## src/rtl/desc_word_streamer_if.sv

```systemverilog
// Pixel-in / word-out handshake bundle for the descriptor word streamer.
// The master modport is the streamer; the slave modport is its environment
// (pixel source and NCC descriptor receiver).
interface desc_word_streamer_if;
  logic        pix_valid;
  logic        pix_ready;
  logic [7:0]  pix_data;
  logic [31:0] desc_data_in;
  logic        desc_data_ready;
  logic        desc_word_taken;
  logic [3:0]  desc_row;
  logic [1:0]  desc_col;

  modport master (
    input  pix_valid,
    input  pix_data,
    input  desc_word_taken,
    output pix_ready,
    output desc_data_in,
    output desc_data_ready,
    output desc_row,
    output desc_col
  );

  modport slave (
    output pix_valid,
    output pix_data,
    output desc_word_taken,
    input  pix_ready,
    input  desc_data_in,
    input  desc_data_ready,
    input  desc_row,
    input  desc_col
  );
endinterface

```

## src/rtl/desc_word_streamer.sv

```systemverilog
// Descriptor word streamer: packs four consecutive 8-bit pixels into one
// 32-bit word (first pixel in [31:24]) and queues words in a small FIFO
// for the NCC descriptor loader. One transfer covers NUM_PIXELS pixels.
module desc_word_streamer #(
  parameter int NUM_PIXELS = 256,
  parameter int FIFO_DEPTH = 2
) (
  input  logic clk,
  input  logic rst,
  input  logic start,
  output logic busy,
  output logic desc_done,
  output logic err,
  desc_word_streamer_if.master strm
);

  localparam int NW = NUM_PIXELS / 4;
  localparam int PW = $clog2(NUM_PIXELS + 1);
  // Word index needs at least 6 bits so row (bits 5:2) and col (1:0) exist.
  localparam int IW = ($clog2(NW) < 6) ? 6 : $clog2(NW);
  localparam int AW = (FIFO_DEPTH > 1) ? $clog2(FIFO_DEPTH) : 1;
  localparam int CW = $clog2(FIFO_DEPTH + 1);

  localparam logic [PW-1:0] PIX_LIMIT = PW'(NUM_PIXELS);
  localparam logic [IW-1:0] LAST_WORD = IW'(NW - 1);
  localparam logic [CW-1:0] FIFO_FULL = CW'(FIFO_DEPTH);
  localparam logic [AW-1:0] LAST_SLOT = AW'(FIFO_DEPTH - 1);

  typedef enum logic [1:0] {
    S_IDLE = 2'd0,
    S_PACK = 2'd1,
    S_DONE = 2'd2
  } state_e;

  state_e          state_q;
  logic [1:0]      byte_cnt_q;
  logic [23:0]     asm_q;        // first three bytes of the word being built
  logic [PW-1:0]   pix_cnt_q;
  logic [IW-1:0]   word_idx_q;   // index of the current FIFO head word
  logic [AW-1:0]   wr_ptr_q;
  logic [AW-1:0]   rd_ptr_q;
  logic [CW-1:0]   count_q;
  logic            err_q;
  logic [31:0]     mem_q [FIFO_DEPTH];

  logic fifo_empty;
  logic fifo_full;
  logic pix_ready_int;
  logic accept;
  logic push;
  logic pop;
  logic last_pop;

  function automatic logic [AW-1:0] ptr_inc(input logic [AW-1:0] p);
    return (p == LAST_SLOT) ? '0 : p + AW'(1);
  endfunction

  assign fifo_empty = (count_q == '0);
  // Fullness uses the pre-pop count: a pop does not make room for a push
  // in the same cycle.
  assign fifo_full  = (count_q == FIFO_FULL);

  // Only the byte that completes a word needs FIFO room; bytes 0..2 land in
  // the assembly register and can always be taken.
  assign pix_ready_int = (state_q == S_PACK) && (pix_cnt_q != PIX_LIMIT) &&
                         !((byte_cnt_q == 2'd3) && fifo_full);

  assign accept   = strm.pix_valid && pix_ready_int;
  assign push     = accept && (byte_cnt_q == 2'd3);
  assign pop      = (state_q == S_PACK) && strm.desc_word_taken && !fifo_empty;
  assign last_pop = pop && (word_idx_q == LAST_WORD);

  // Control FSM, byte assembly, FIFO pointers/count and sticky error flag.
  always_ff @(posedge clk or posedge rst) begin
    if (rst) begin
      state_q    <= S_IDLE;
      byte_cnt_q <= '0;
      asm_q      <= '0;
      pix_cnt_q  <= '0;
      word_idx_q <= '0;
      wr_ptr_q   <= '0;
      rd_ptr_q   <= '0;
      count_q    <= '0;
      err_q      <= 1'b0;
    end else begin
      case (state_q)
        S_IDLE: begin
          if (start) begin
            byte_cnt_q <= '0;
            asm_q      <= '0;
            pix_cnt_q  <= '0;
            word_idx_q <= '0;
            wr_ptr_q   <= '0;
            rd_ptr_q   <= '0;
            count_q    <= '0;
            err_q      <= 1'b0;
            state_q    <= S_PACK;
          end
        end
        S_PACK: begin
          if (accept) begin
            pix_cnt_q  <= pix_cnt_q + PW'(1);
            byte_cnt_q <= byte_cnt_q + 2'd1;
            case (byte_cnt_q)
              2'd0:    asm_q[23:16] <= strm.pix_data;
              2'd1:    asm_q[15:8]  <= strm.pix_data;
              2'd2:    asm_q[7:0]   <= strm.pix_data;
              default: ;  // byte 3 goes straight into the FIFO entry
            endcase
          end
          if (push) begin
            wr_ptr_q <= ptr_inc(wr_ptr_q);
          end
          if (pop) begin
            rd_ptr_q   <= ptr_inc(rd_ptr_q);
            word_idx_q <= word_idx_q + IW'(1);
          end
          if (push && !pop) begin
            count_q <= count_q + CW'(1);
          end else if (pop && !push) begin
            count_q <= count_q - CW'(1);
          end
          if (strm.desc_word_taken && fifo_empty) begin
            err_q <= 1'b1;
          end
          if (last_pop) begin
            state_q <= S_DONE;
          end
        end
        S_DONE: begin
          state_q <= S_IDLE;
        end
        default: begin
          state_q <= S_IDLE;
        end
      endcase
    end
  end

  // FIFO storage: the completing byte is merged with the assembled bytes on push.
  always_ff @(posedge clk) begin
    if (push) begin
      mem_q[wr_ptr_q] <= {asm_q, strm.pix_data};
    end
  end

  assign busy      = (state_q == S_PACK);
  assign desc_done = (state_q == S_DONE);
  assign err       = err_q;

  assign strm.pix_ready       = pix_ready_int;
  assign strm.desc_data_ready = !fifo_empty;
  // Empty FIFO presents zero so the head word has a defined reset value.
  assign strm.desc_data_in    = fifo_empty ? 32'h0000_0000 : mem_q[rd_ptr_q];
  assign strm.desc_row        = word_idx_q[5:2];
  assign strm.desc_col        = word_idx_q[1:0];

endmodule

```

## src/flat_wrapper.sv

```systemverilog
// flat-port wrapper written by rule: the top's interface ports become plain ports
module desc_word_streamer_flat 
#(
  parameter int NUM_PIXELS = 256,
  parameter int FIFO_DEPTH = 2
)
  (clk, rst, start, busy, desc_done, err, strm_pix_valid, strm_pix_data, strm_desc_word_taken, strm_pix_ready, strm_desc_data_in, strm_desc_data_ready, strm_desc_row, strm_desc_col);
  desc_word_streamer_if strm_i ();
  input  logic clk;
  input  logic rst;
  input  logic start;
  output logic busy;
  output logic desc_done;
  output logic err;
  input wire logic [$bits(strm_i.pix_valid)-1:0] strm_pix_valid;
  input wire logic [$bits(strm_i.pix_data)-1:0] strm_pix_data;
  input wire logic [$bits(strm_i.desc_word_taken)-1:0] strm_desc_word_taken;
  output wire logic [$bits(strm_i.pix_ready)-1:0] strm_pix_ready;
  output wire logic [$bits(strm_i.desc_data_in)-1:0] strm_desc_data_in;
  output wire logic [$bits(strm_i.desc_data_ready)-1:0] strm_desc_data_ready;
  output wire logic [$bits(strm_i.desc_row)-1:0] strm_desc_row;
  output wire logic [$bits(strm_i.desc_col)-1:0] strm_desc_col;
  assign strm_i.pix_valid = strm_pix_valid;
  assign strm_i.pix_data = strm_pix_data;
  assign strm_i.desc_word_taken = strm_desc_word_taken;
  assign strm_pix_ready = strm_i.pix_ready;
  assign strm_desc_data_in = strm_i.desc_data_in;
  assign strm_desc_data_ready = strm_i.desc_data_ready;
  assign strm_desc_row = strm_i.desc_row;
  assign strm_desc_col = strm_i.desc_col;
  desc_word_streamer #(.NUM_PIXELS(NUM_PIXELS), .FIFO_DEPTH(FIFO_DEPTH)) u_core (.clk(clk), .rst(rst), .start(start), .busy(busy), .desc_done(desc_done), .err(err), .strm(strm_i));
endmodule
```

## config.mk

```make
export PLATFORM = sky130hd
export DESIGN_NAME = desc_word_streamer_flat
export DESIGN_NICKNAME = d
export VERILOG_FILES = /design/src/rtl/desc_word_streamer_if.sv /design/src/rtl/desc_word_streamer.sv /design/src/flat_wrapper.sv
export SDC_FILE = /design/constraint.sdc
export NUM_CORES = 1
export LEC_CHECK = 0
export CAP_MARGIN = 20
export CORE_MARGIN = 5
export CORE_UTILIZATION = 59
export CTS_CLUSTER_SIZE = 24
export DETAILED_ROUTE_END_ITERATION = 8
export GPL_TIMING_DRIVEN = 0
export PLACE_DENSITY = 0.9
export SLEW_MARGIN = 20
export SYNTH_ARGS = -nofsm -noshare
export SYNTH_HDL_FRONTEND = slang
export SYNTH_SLANG_ARGS = --single-unit
```

## constraint.sdc

```tcl
create_clock -name clk -period 9.58 [get_ports clk]
set_clock_uncertainty 0.1 [all_clocks]
set_input_delay 1.916 -clock clk [delete_from_list [all_inputs] [get_ports clk]]
set_output_delay 1.916 -clock clk [all_outputs]
set_load 0.02 [all_outputs]
```

Word-level counts from Yosys, hierarchy flattened
Memories as Yosys holds them, arrays and structs flattened.
Index checks and enable logic that the tools add are counted.

word-level totals
  memory bits (writable) = 64
  flip-flop bits (word level) = 48
  output and inout bits = 43
  word-level logic and storage cells = 98
  memories = 1

memories
  memory        words  bits a word  read ports  clocked after memory_dff  wr ports  line                      source
  u_core.mem_q  2      32           1           0                         1         desc_word_streamer.sv:44  logic [31:0] mem_q [FIFO_DEPTH];

cells by class
  add/sub/neg operators = 7
  equal/unequal tests = 18
  multiplexer cells = 33
  reduce and logical (&&, ||, !) cells = 28

operator list
  cell                 number
  $mux 24              2
  $pmux 24 s2          1
  $mux 32              1
  $mux 8               3
  $mux 9               2
  $pmux 9 s2           1
  $ne 2x1->1 const B   8
  $reduce_and 3->1     5
  $mux 2               6
  $mux 6               2
  $pmux 2 s2           3
  $pmux 6 s2           1
  $reduce_and 4->1     3
  $logic_and 1x1->1    11
  $add 9x1->9 const B  1
  $ne 9x9->1 const B   1
  $eq 2x2->1 const B   4
  $mux 1               8
  $add 6x1->6 const B  1
  $eq 6x6->1 const B   1
  $logic_not 2->1      3
  $pmux 1 s2           3
  $add 2x1->2 const B  2
  $eq 2x1->1 const B   2
  7 further kinds      11

Logic depth before layout (Yosys ltp)
Gate-level depths: netlist (run 1).

  depth after elaboration = 11
  depth in mapped cells = 8

Worst setup path after synthesis (run 1)
Ideal clock, no wire load.

  path type = input -> register
  start point = input port strm_pix_valid
  end point = memory u_core.mem_q[0][0] (enable)
  cell stages on the path = 2
  path slack = 5.446 ns
  data arrival time = 3.613 ns
  cell sequence = o2111ai_1 -> nor2_1

on the way
  cells in the longest elaborated chain, start to end = 4

ends and longest elaborated chain
  what                          line                       source
  start, declared               flat_wrapper.sv:15         input wire logic [$bits(strm_i.pix_valid)-1:0] strm_pix_valid;
  $logic_and 1x1->1             desc_word_streamer.sv:68   assign accept = strm.pix_valid && pix_ready_int;
  $logic_and 1x1->1             desc_word_streamer.sv:69   assign push = accept && (byte_cnt_q == 2'd3);
  $mux 1                        desc_word_streamer.sv:142  if (push) begin
  $mux 1 (implied by the code)  desc_word_streamer.sv:143  mem_q[wr_ptr_q] <= {asm_q, strm.pix_data};
  end, declared                 desc_word_streamer.sv:44

No other way between the ends.

Worst setup path in the final report (run 1)
  start point = register u_core.rd_ptr_q
  end point = output port strm_desc_data_in[30]

on the way
  cells in the longest elaborated chain, start to end = 2

ends and longest elaborated chain
  what                    line                       source
  start, declared         desc_word_streamer.sv:41   logic [AW-1:0] rd_ptr_q;
  start signal, assigned  desc_word_streamer.sv:115  rd_ptr_q <= ptr_inc(rd_ptr_q);
  $mem_v2 2x32            n/a
  $mux 32                 desc_word_streamer.sv:154  assign strm.desc_data_in = fifo_empty ? 32'h0000_0000 : mem_q[rd_ptr_q];
  end, declared           flat_wrapper.sv:19         output wire logic [$bits(strm_i.desc_data_in)-1:0] strm_desc_data_in;

No other way between the ends.

==> results.toml, run 1 <==
[status]
status = "finished, final reports clean"

[global_route]
grt_pass1_wl_um = 14620
grt_pass1_vias = 2984
grt_max_degree = 31
antenna_found_initial = 0
grt_overflow = 0
grt_util_all_layers_pct = 19.40

[clock_tree]
cts_tree = "done"
root_buffer = "clkbuf_8"
cts_made_buffers = 9
cts_hold_buf = 0
htreeDepth = 3
clk_latency_ns = 0.36
cts_resized = 0
postCtsSetupBuffers = 0
clk_pin_slew_worst_paths_ns = 0.09
clk_path_buf_depth = 2
clock-sinks = 112

[floorplan]
rows = 32
fp.dieArea_um2 = 9642
die_y_um = 98.20
num_io_pins = 56
dieWidth_um = 98.20
initial_core_util_pct = 60.01
core_area_um2 = 7647

[power]
p_int_uw = 1035
p_sw_uw = 603.2
clockPowerShare_pct = 14.8
powerDensity_nw_per_um2 = 296.7
p_leak_uw = 0.002224
p_seq_share_pct = 44.9
ir_drop_uv = 155.3
combinationalPowerShare_pct = 40.3
sw_frac_of_total_pct = 36.83

[cells_and_area]
diodes = 0
finalNetCount = 451
utilization_pct = 72.19
finalNonFillerCells = 538
drive_above_1_share_pct = 6.651
area_delta_synth_final_pct = 20.28
final_common_cell = "edfxtp_1"
final_cell_mix = "64 x edfxtp_1, 55 x clkdlybuf4s50_1, 48 x nand2_1, 48 x dfrtp_1, 47 x nor2_1"

[worst_setup_path]
crit_type = "reg2out"
cp_data_required_time_ns = 7.56
end_kind = "output pin"
arrival_ns = 2.60
crit_fanout = 10
worstSetupStartpointType = "flip-flop"

[drt]
routedWlPerCell_um = 16.61
ant_nets = 0
drt_wl_total_um = 8936
drt_iter0_markers = 221
vias_per_cell = 5.591
route.vias.total = 3008
dr.pass1.iters = 6
route.detailed.drc = 0

[place]
routabilityCongestion = 0.8006
numPortBuffers = 55
hpwl_um = 6400
placed_cells_incl_taps = 522

[sta]
finalSetupTns_ns = 0
finalHoldViolations = 0
rsz0062_at_grt = "no"
fmax_ghz = 0.2168
maxSlewHeadroom_pct = 38.39
fin_crit_ns = 4.613
worst_pin_slew_ns = 0.9232
period_share_pct = 48.16
slew_viol_final = 0
setup_violations = 0

[synth]
synthArstFlopShare_pct = 42.86
synthFlopType = "edfxtp_1"
yosysSeqAreaShare_pct = 68.05
synth_area_leaders = "edfxtp_1 42%, dfrtp_1 26%, mux2i_1 7.6%"
yosysWarnings = 0
netlist.area_leader.share_pct = 41.88
synth_edf_count = 64
synthCells = 362
synth_area_um2 = 4589
syn_nets = 382
syn_avg_cell_area_um2 = 12.68
ys_seq_elements = 112
synthDistinctLibCells = 36
synth.largest_area_cell = "edfxtp_1"

[job]
cap_violations = 0

[min_path]
hold_path.class = "reg2reg"
[layer usage]
metal	wire length, um	global-route usage (%)	vias up	share of wire, %
met5	0	0	-	0
met4	173	8.088	0	1.9
met3	408	2.857	18	4.6
met2	4763	34.40	100	53
met1	3591	23.80	1471	40
li1	-	-	1419	-
[power groups by stage]
stage	Sequential, uW	Clock [uW]	Combinational (uW)
floorplan	731	0	389
global placement	734	0	630
detailed placement	745	0	667
CTS	735	244	669
global route	752	267	716
finish	736	242	661
[per-stage QoR]
step / setup WS (ns) / power, uW / cell area (um2) / hold WS (ns)
after global routing: 4.814 / 1734 / 5520 / 0.3955
after detailed placement: 5.319 / 1411 / 5358 / 0.3530
final: 4.967 / 1638 / 5520 / 0.3757
after global placement: 4.252 / 1363 / 5268 / 0.3470
after CTS: 4.941 / 1648 / 5520 / 0.3684
after floorplan: 5.446 / 1120 / 4589 / 0.3419
[critical path, stage by stage (launching register included)]
cell and delay [ns]:
dfrtp_1 0.33, clkbuf_1 0.33, clkbuf_1 0.61, mux2i_1 0.20, nor2_1 0.14, clkdlybuf4s50_1 0.63
[synthesized netlist by cell type, types with 2 or more instances]
| master | number |
|---|---|
| a21oi_1 | 2 |
| a32o_1 | 2 |
| buf_2 | 5 |
| clkbuf_1 | 10 |
| dfrtp_1 | 48 |
| edfxtp_1 | 64 |
| ha_1 | 7 |
| inv_1 | 12 |
| mux2_2 | 2 |
| mux2i_1 | 35 |
| nand2_1 | 48 |
| nand3_1 | 8 |
| nand4_1 | 4 |
| nor2_1 | 49 |
| nor2b_1 | 2 |
| nor3_1 | 2 |
| o211ai_1 | 2 |
| o21ai_0 | 32 |
| o22ai_1 | 3 |
| xor2_1 | 9 |
[flip-flops by register name (all words and copies together) (netlist names)]
register / cells
u_core.word_idx_q: 6
u_core.pix_cnt_q: 9
u_core.byte_cnt_q: 2
u_core.asm_q: 24
u_core.state_q: 2
u_core.wr_ptr_q: 1
u_core.err: 1
u_core.rd_ptr_q: 1
u_core.count_q: 2
u_core.mem_q: 64
[path summary, 6_finish.rpt]
check	from	to	slack, ns	depth (start not counted)
hold reg to reg	u_core.asm_q[7]	u_core.mem_q[1][15]	0.38	0
min in group asynchronous	rst	u_core.err	1.76	2
setup / recovery	u_core.rd_ptr_q	strm_desc_data_in[30]	4.97	5
hold / removal	u_core.asm_q[7]	u_core.mem_q[1][15]	0.38	0
setup reg to reg	u_core.pix_cnt_q[0]	u_core.mem_q[0][29]	6.83	7
max in group asynchronous	rst	u_core.asm_q[22]	7.11	3
[cells by family after synthesis]
family | count (synthesis) | synth area share, %
AOI/OAI and AO/OA | 46 | 6.107
and+or+nand+nor | 123 | 11.56
adders and majority gates | 7 | 1.908
xor gates and xnor gates | 10 | 1.909
muxes | 37 | 8.124
buffers and inverters | 27 | 2.345
DFF | 112 | 68.05
[layout make-up]
cell class | count | area [um2]
plain buffers | 15 | 62.56
clock buffers | 11 | 131.4
clock inverters | 5 | 31.28
fillers | 516 | 2127
inverters | 12 | 45.04
multi-input cells | 223 | 1374
flip-flops and latches | 112 | 3123
well taps | 102 | 127.6
repair buffers | 58 | 625.6
Power figures use the tool's default switching activity.
==> run 2, diff against run 1 <==
--- a/config.mk
+++ b/config.mk
@@ -7,11 +7,11 @@
 export LEC_CHECK = 0
 export CAP_MARGIN = 20
 export CORE_MARGIN = 5
-export CORE_UTILIZATION = 59
+export CORE_UTILIZATION = 55
 export CTS_CLUSTER_SIZE = 24
 export DETAILED_ROUTE_END_ITERATION = 8
 export GPL_TIMING_DRIVEN = 0
-export PLACE_DENSITY = 0.9
+export PLACE_DENSITY = 0.85
 export SLEW_MARGIN = 20
 export SYNTH_ARGS = -nofsm -noshare
 export SYNTH_HDL_FRONTEND = slang
==> constraint.sdc (replaced) <==
create_clock -name clk -period 4.5 [get_ports clk]
set_clock_uncertainty 0.1 [all_clocks]
set_input_delay 0.9 -clock clk [delete_from_list [all_inputs] [get_ports clk]]
set_output_delay 0.9 -clock clk [all_outputs]
set_load 0.02 [all_outputs]
==> results.toml, run 2 (synthesis gave the netlist of run 1 again) <==
[worst_setup_path]
worst-path-buf-inv = 3
r2r-start = "u_core.pix_cnt_q[0]"
crit_type = "reg2out"
arrival_ns = 2.74
critPathSlowestCell = "clkbuf_1"
worstSetupStartpointType = "flip-flop"
critical_path_depth = 5
end_kind = "output pin"
rrSetupSlack_ns = 1.83
crit_top_cell = "clkbuf_1"
reg2regPathDepth = 7
slowest_delay_ns = 0.65
crit_fanout = 10
critPathTopFamily = "buffers and inverters"
reg2reg_to = "u_core.mem_q[0][6]"
path_cells = "clkbuf_1 > clkbuf_1 > mux2i_1 > nor2_1 > clkdlybuf4s50_1"
cp_data_required_time_ns = 3.50

[sta]
period_share_pct = 83.21
hold_ws_ns = 0.3844
setup_violations = 0
slew_viol_final = 0
worst_pin_slew_ns = 0.8979
rsz0062_at_grt = "no"
maxSlewHeadroom_pct = 40.08
fin_crit_ns = 3.744
finalHoldViolations = 0
fmax_ghz = 0.2671
finalSetupTns_ns = 0

[drt]
dr.pass1.iters = 5
vias_per_cell = 5.379
routedWlPerCell_um = 16.71
ant_nets = 0
drt_wl_total_um = 9041
drt_iter0_markers = 114
route.detailed.drc = 0
route.vias.total = 2910

[cells_and_area]
area_delta_synth_final_pct = 21.46
final_common_cell = "edfxtp_1"
finalNonFillerCells = 541
largestRegisters = "u_core.mem_q: 64 flops, u_core.asm_q: 24 flops, u_core.pix_cnt_q: 9 flops"
finalNetCount = 451
final_cell_mix = "64 x edfxtp_1, 55 x clkdlybuf4s50_1, 48 x nand2_1, 48 x dfrtp_1, 47 x nor2_1"
multiInputGateArea_um2 = 1374
largest_reg_flops = 64
regMostFlops = "u_core.mem_q"
regArea_um2 = 3123
drive_above_1_share_pct = 7.339
diodes = 0
fill_cells = 576

[place]
routabilityCongestion = 0.8399
hpwl_um = 6370
placed_cells_incl_taps = 525
numPortBuffers = 55

[clock_tree]
cts_resized = 0
postCtsSetupBuffers = 0
cts_tree = "done"
htreeDepth = 3
root_buffer = "clkbuf_8"
clock-sinks = 112
clk_latency_ns = 0.38
cts_made_buffers = 9
clk_path_buf_depth = 2
clk_pin_slew_worst_paths_ns = 0.11
cts_hold_buf = 0

[floorplan]
initial_core_util_pct = 56.14
fp.dieArea_um2 = 10270
core_area_um2 = 8175
dieWidth_um = 101.3
die_y_um = 101.3
num_io_pins = 56
rows = 33

[global_route]
grt_max_degree = 26
grt_pass1_vias = 3118
grt_pass1_wl_um = 15130
grt_util_all_layers_pct = 19.36
antenna_found_initial = 0
grt_overflow = 0

[status]
status = "finished, final reports clean"

[min_path]
min_to = "u_core.mem_q[0][12]"
hold_path.class = "reg2reg"
whs_path_depth = 0
hp-start = "u_core.asm_q[4]"

[job]
cap_violations = 0

[power]
p_leak_uw = 0.002246
powerDensity_nw_per_um2 = 641.4
ir_drop_uv = 320.6
finalPower_uw = 3575
[run 2: power by group]
group          internal (uW)  leakage (uW)  switching, uW  total (uW)
sequential              1390       0.00118            178        1560
clock                    227      0.000105            379         607
combinational            612      0.000962            791        1400
total                   2230       0.00225           1350        3580
[run 2: how the worst max path moves through the flow]
stage	from	to	slack, ns
final	u_core.rd_ptr_q	strm_desc_data_in[16]	0.76
after global routing	u_core.rd_ptr_q	strm_desc_data_in[16]	0.57
after floorplan	u_core.pix_cnt_q[0]	u_core.mem_q[0][0]	1.28
after global placement	strm_pix_valid	u_core.mem_q[1][20]	0.12
after detailed placement	u_core.rd_ptr_q	strm_desc_data_in[16]	1.14
after CTS	u_core.rd_ptr_q	strm_desc_data_in[16]	0.70
[run 2: final cells by class]
class | count | share of cell area, %
well taps | 105 | 2.357
flip-flops and latches | 112 | 56.03
repair buffers | 58 | 11.36
multi-input cells | 223 | 24.65
clock inverters | 7 | 1.459
inverters | 12 | 0.8081
plain buffers | 15 | 1.122
clock buffers | 9 | 2.222
[run 2: stage by stage]
| step | worst slack (ns) | utilization [%] | area, um2 |
|---|---|---|---|
| after floorplan | 1.280 | - | 4589 |
| after global placement | 0.1175 | 64.48 | 5271 |
| after detailed placement | 1.139 | 65.67 | 5369 |
| after CTS | 0.7018 | 68.18 | 5574 |
| after global routing | 0.5657 | 68.18 | 5574 |
| final | 0.7557 | 68.18 | 5574 |
[run 2: metal layers]
metal	track usage, %	vias up	routed length (um)
met4	7.464	0	176
li1	-	1409	-
met1	23.26	1418	3675
met2	34.10	70	4797
met5	0	-	0
met3	4.201	13	392
==> run 3, diff against run 2 <==
--- a/config.mk
+++ b/config.mk
@@ -7,11 +7,11 @@
 export LEC_CHECK = 0
 export CAP_MARGIN = 20
 export CORE_MARGIN = 5
-export CORE_UTILIZATION = 55
+export CORE_UTILIZATION = 50
 export CTS_CLUSTER_SIZE = 24
 export DETAILED_ROUTE_END_ITERATION = 8
 export GPL_TIMING_DRIVEN = 0
-export PLACE_DENSITY = 0.85
+export PLACE_DENSITY = 0.82
 export SLEW_MARGIN = 20
 export SYNTH_ARGS = -nofsm -noshare
 export SYNTH_HDL_FRONTEND = slang
==> constraint.sdc (replaced) <==
create_clock -name clk -period 3.37 [get_ports clk]
set_clock_uncertainty 0.1 [all_clocks]
set_input_delay 0.674 -clock clk [delete_from_list [all_inputs] [get_ports clk]]
set_output_delay 0.674 -clock clk [all_outputs]
set_load 0.02 [all_outputs]
==> results.toml, run 3 (synthesis gave the netlist of run 1 again) <==
[min_path]
hold_path.class = "reg2reg"

[global_route]
grt_overflow = 0
antenna_found_initial = 0
grt_pass1_vias = 2905
grt_pass1_wl_um = 14420
grt_max_degree = 34
grt_util_all_layers_pct = 16.41

[status]
status = "finished, final reports clean"

[sta]
slew_viol_final = 0
rsz0062_at_grt = "no"
fmax_ghz = 0.3096
hold_ws_ns = 0.3789
worst_pin_slew_ns = 0.8768
setup_violations = 0
finalHoldViolations = 0
period_share_pct = 95.84
fin_crit_ns = 3.230
maxSlewHeadroom_pct = 41.49

[power]
p_leak_uw = 0.002257
powerDensity_nw_per_um2 = 862.1
ir_drop_uv = 453.9

[clock_tree]
clk_pin_slew_worst_paths_ns = 0.11
cts_tree = "done"
clock-sinks = 112
htreeDepth = 3
clk_path_buf_depth = 2
clk_latency_ns = 0.36
root_buffer = "clkbuf_8"
cts_made_buffers = 9

[drt]
drt_iter0_markers = 103
dr.pass1.iters = 4
route.vias.total = 2943
ant_nets = 0
routedWlPerCell_um = 16.15
route.detailed.drc = 0
vias_per_cell = 5.390
drt_wl_total_um = 8820

[floorplan]
num_io_pins = 56
die_y_um = 105.8
core_area_um2 = 9109
rows = 35
fp.dieArea_um2 = 11190
initial_core_util_pct = 50.38
dieWidth_um = 105.8

[cells_and_area]
regMostFlops = "u_core.mem_q"
finalNetCount = 450
largest_reg_flops = 64
final_common_cell = "edfxtp_1"
drive_above_1_share_pct = 8.506
utilization_pct = 61.33
area_delta_synth_final_pct = 21.73
diodes = 0
largestRegisters = "u_core.mem_q: 64 flops, u_core.asm_q: 24 flops, u_core.pix_cnt_q: 9 flops"
final_cell_mix = "64 x edfxtp_1, 55 x clkdlybuf4s50_1, 48 x nand2_1, 48 x dfrtp_1, 46 x nor2_1"
finalNonFillerCells = 546

[worst_setup_path]
crit_end = "busy"
arrival_ns = 2.46
reg2reg_to = "u_core.mem_q[1][19]"
r2r-start = "u_core.pix_cnt_q[0]"
worstSetupStartpointType = "flip-flop"
crit_start = "u_core.state_q[1]"
slowest_delay_ns = 0.73
end_kind = "output pin"
critPathSlowestCell = "clkdlybuf4s50_1"
cp_data_required_time_ns = 2.60
path_cells = "nand2b_1 > inv_1 > clkbuf_1 > clkdlybuf4s50_1"
rrSetupSlack_ns = 0.71
reg2regPathDepth = 7
crit_type = "reg2out"
crit_fanout = 10

[place]
numPortBuffers = 55
routabilityCongestion = 0.7824
hpwl_um = 6325
placed_cells_incl_taps = 531

[job]
cap_violations = 0
## run 3: changes by cell type in the layout (fill, tap and decap cells not counted)
cell       change
bufinv_16      +1
clkbuf_1       -5
clkinv_8       +1
buf_16         -2
inv_6          +1
buf_12         +2
clkbuf_2       +4
nor2_1         -1
inv_12         -1
inv_8          -2
nor2_2         +1
## run 3: how the worst min path moves through the flow
stage                           from             endpoint  slack (ns)  cells past startpoint
global placement    u_core.asm_q[23]  u_core.mem_q[1][31]        0.35                      0
global route         u_core.asm_q[4]  u_core.mem_q[0][12]        0.39                      0
floorplan            u_core.asm_q[2]  u_core.mem_q[0][10]        0.34                      0
finish               u_core.asm_q[6]  u_core.mem_q[1][14]        0.38                      0
detailed placement   u_core.asm_q[0]   u_core.mem_q[0][8]        0.35                      0
CTS                  u_core.asm_q[6]  u_core.mem_q[1][14]        0.38                      0
## run 3: per-layer routing
metal | global-route usage [%] | vias to the layer above | wire length (um)
met2 | 27.55 | 84 | 4434
met4 | 5.828 | 0 | 206
li1 | - | 1412 | -
met5 | 0 | - | 0
met3 | 3.307 | 17 | 400
met1 | 21.26 | 1430 | 3779
## run 3: critical path, delay by kind of cell (launching register included)
kind	cells	cell delay, ns
DFF	1	0.42
buffers and inverters	3	1.41
and+or+nand+nor	1	0.26
## run 3: report_power, final
part / internal [uW] / switching [uW] / total [uW]
combinational: 816 / 1040 / 1850
clock: 367 / 485 / 852
sequential: 1850 / 261 / 2110
## run 3: stage by stage
| stage | instance area, um2 | worst slack [ns] | TNS, ns | power (uW) |
|---|---|---|---|---|
| 2_1_floorplan | 4589 | 0.1499 | 0 | 3184 |
| 3_3_place_gp | 5279 | -0.7837 | -49.95 | 3892 |
| 3_5_place_dp | 5361 | 0.2251 | 0 | 4006 |
| 4_1_cts | 5589 | 0.05046 | 0 | 4861 |
| 5_1_grt | 5587 | 0.05038 | 0 | 5096 |
| 6_report | 5587 | 0.1401 | 0 | 4816 |
## run 3: layout make-up
cell class              count  area [um2]
flip-flops and latches    112        3123
clock buffers               9       123.9
fillers                   704        3522
inverters                  12       45.04
repair buffers             58       618.1
plain buffers              14       63.81
multi-input cells         223        1376
well taps                 111       138.9
clock inverters             7       97.59
## run 3: timing repair
action / in CTS / in global routing
setup endpoints to repair: 30 / 9
resized for setup: 4 / 2
cloned: 0 / 0
hold endpoints to repair: 0 / 0
setup buffers: 0 / 0
hold buffers: 0 / 0
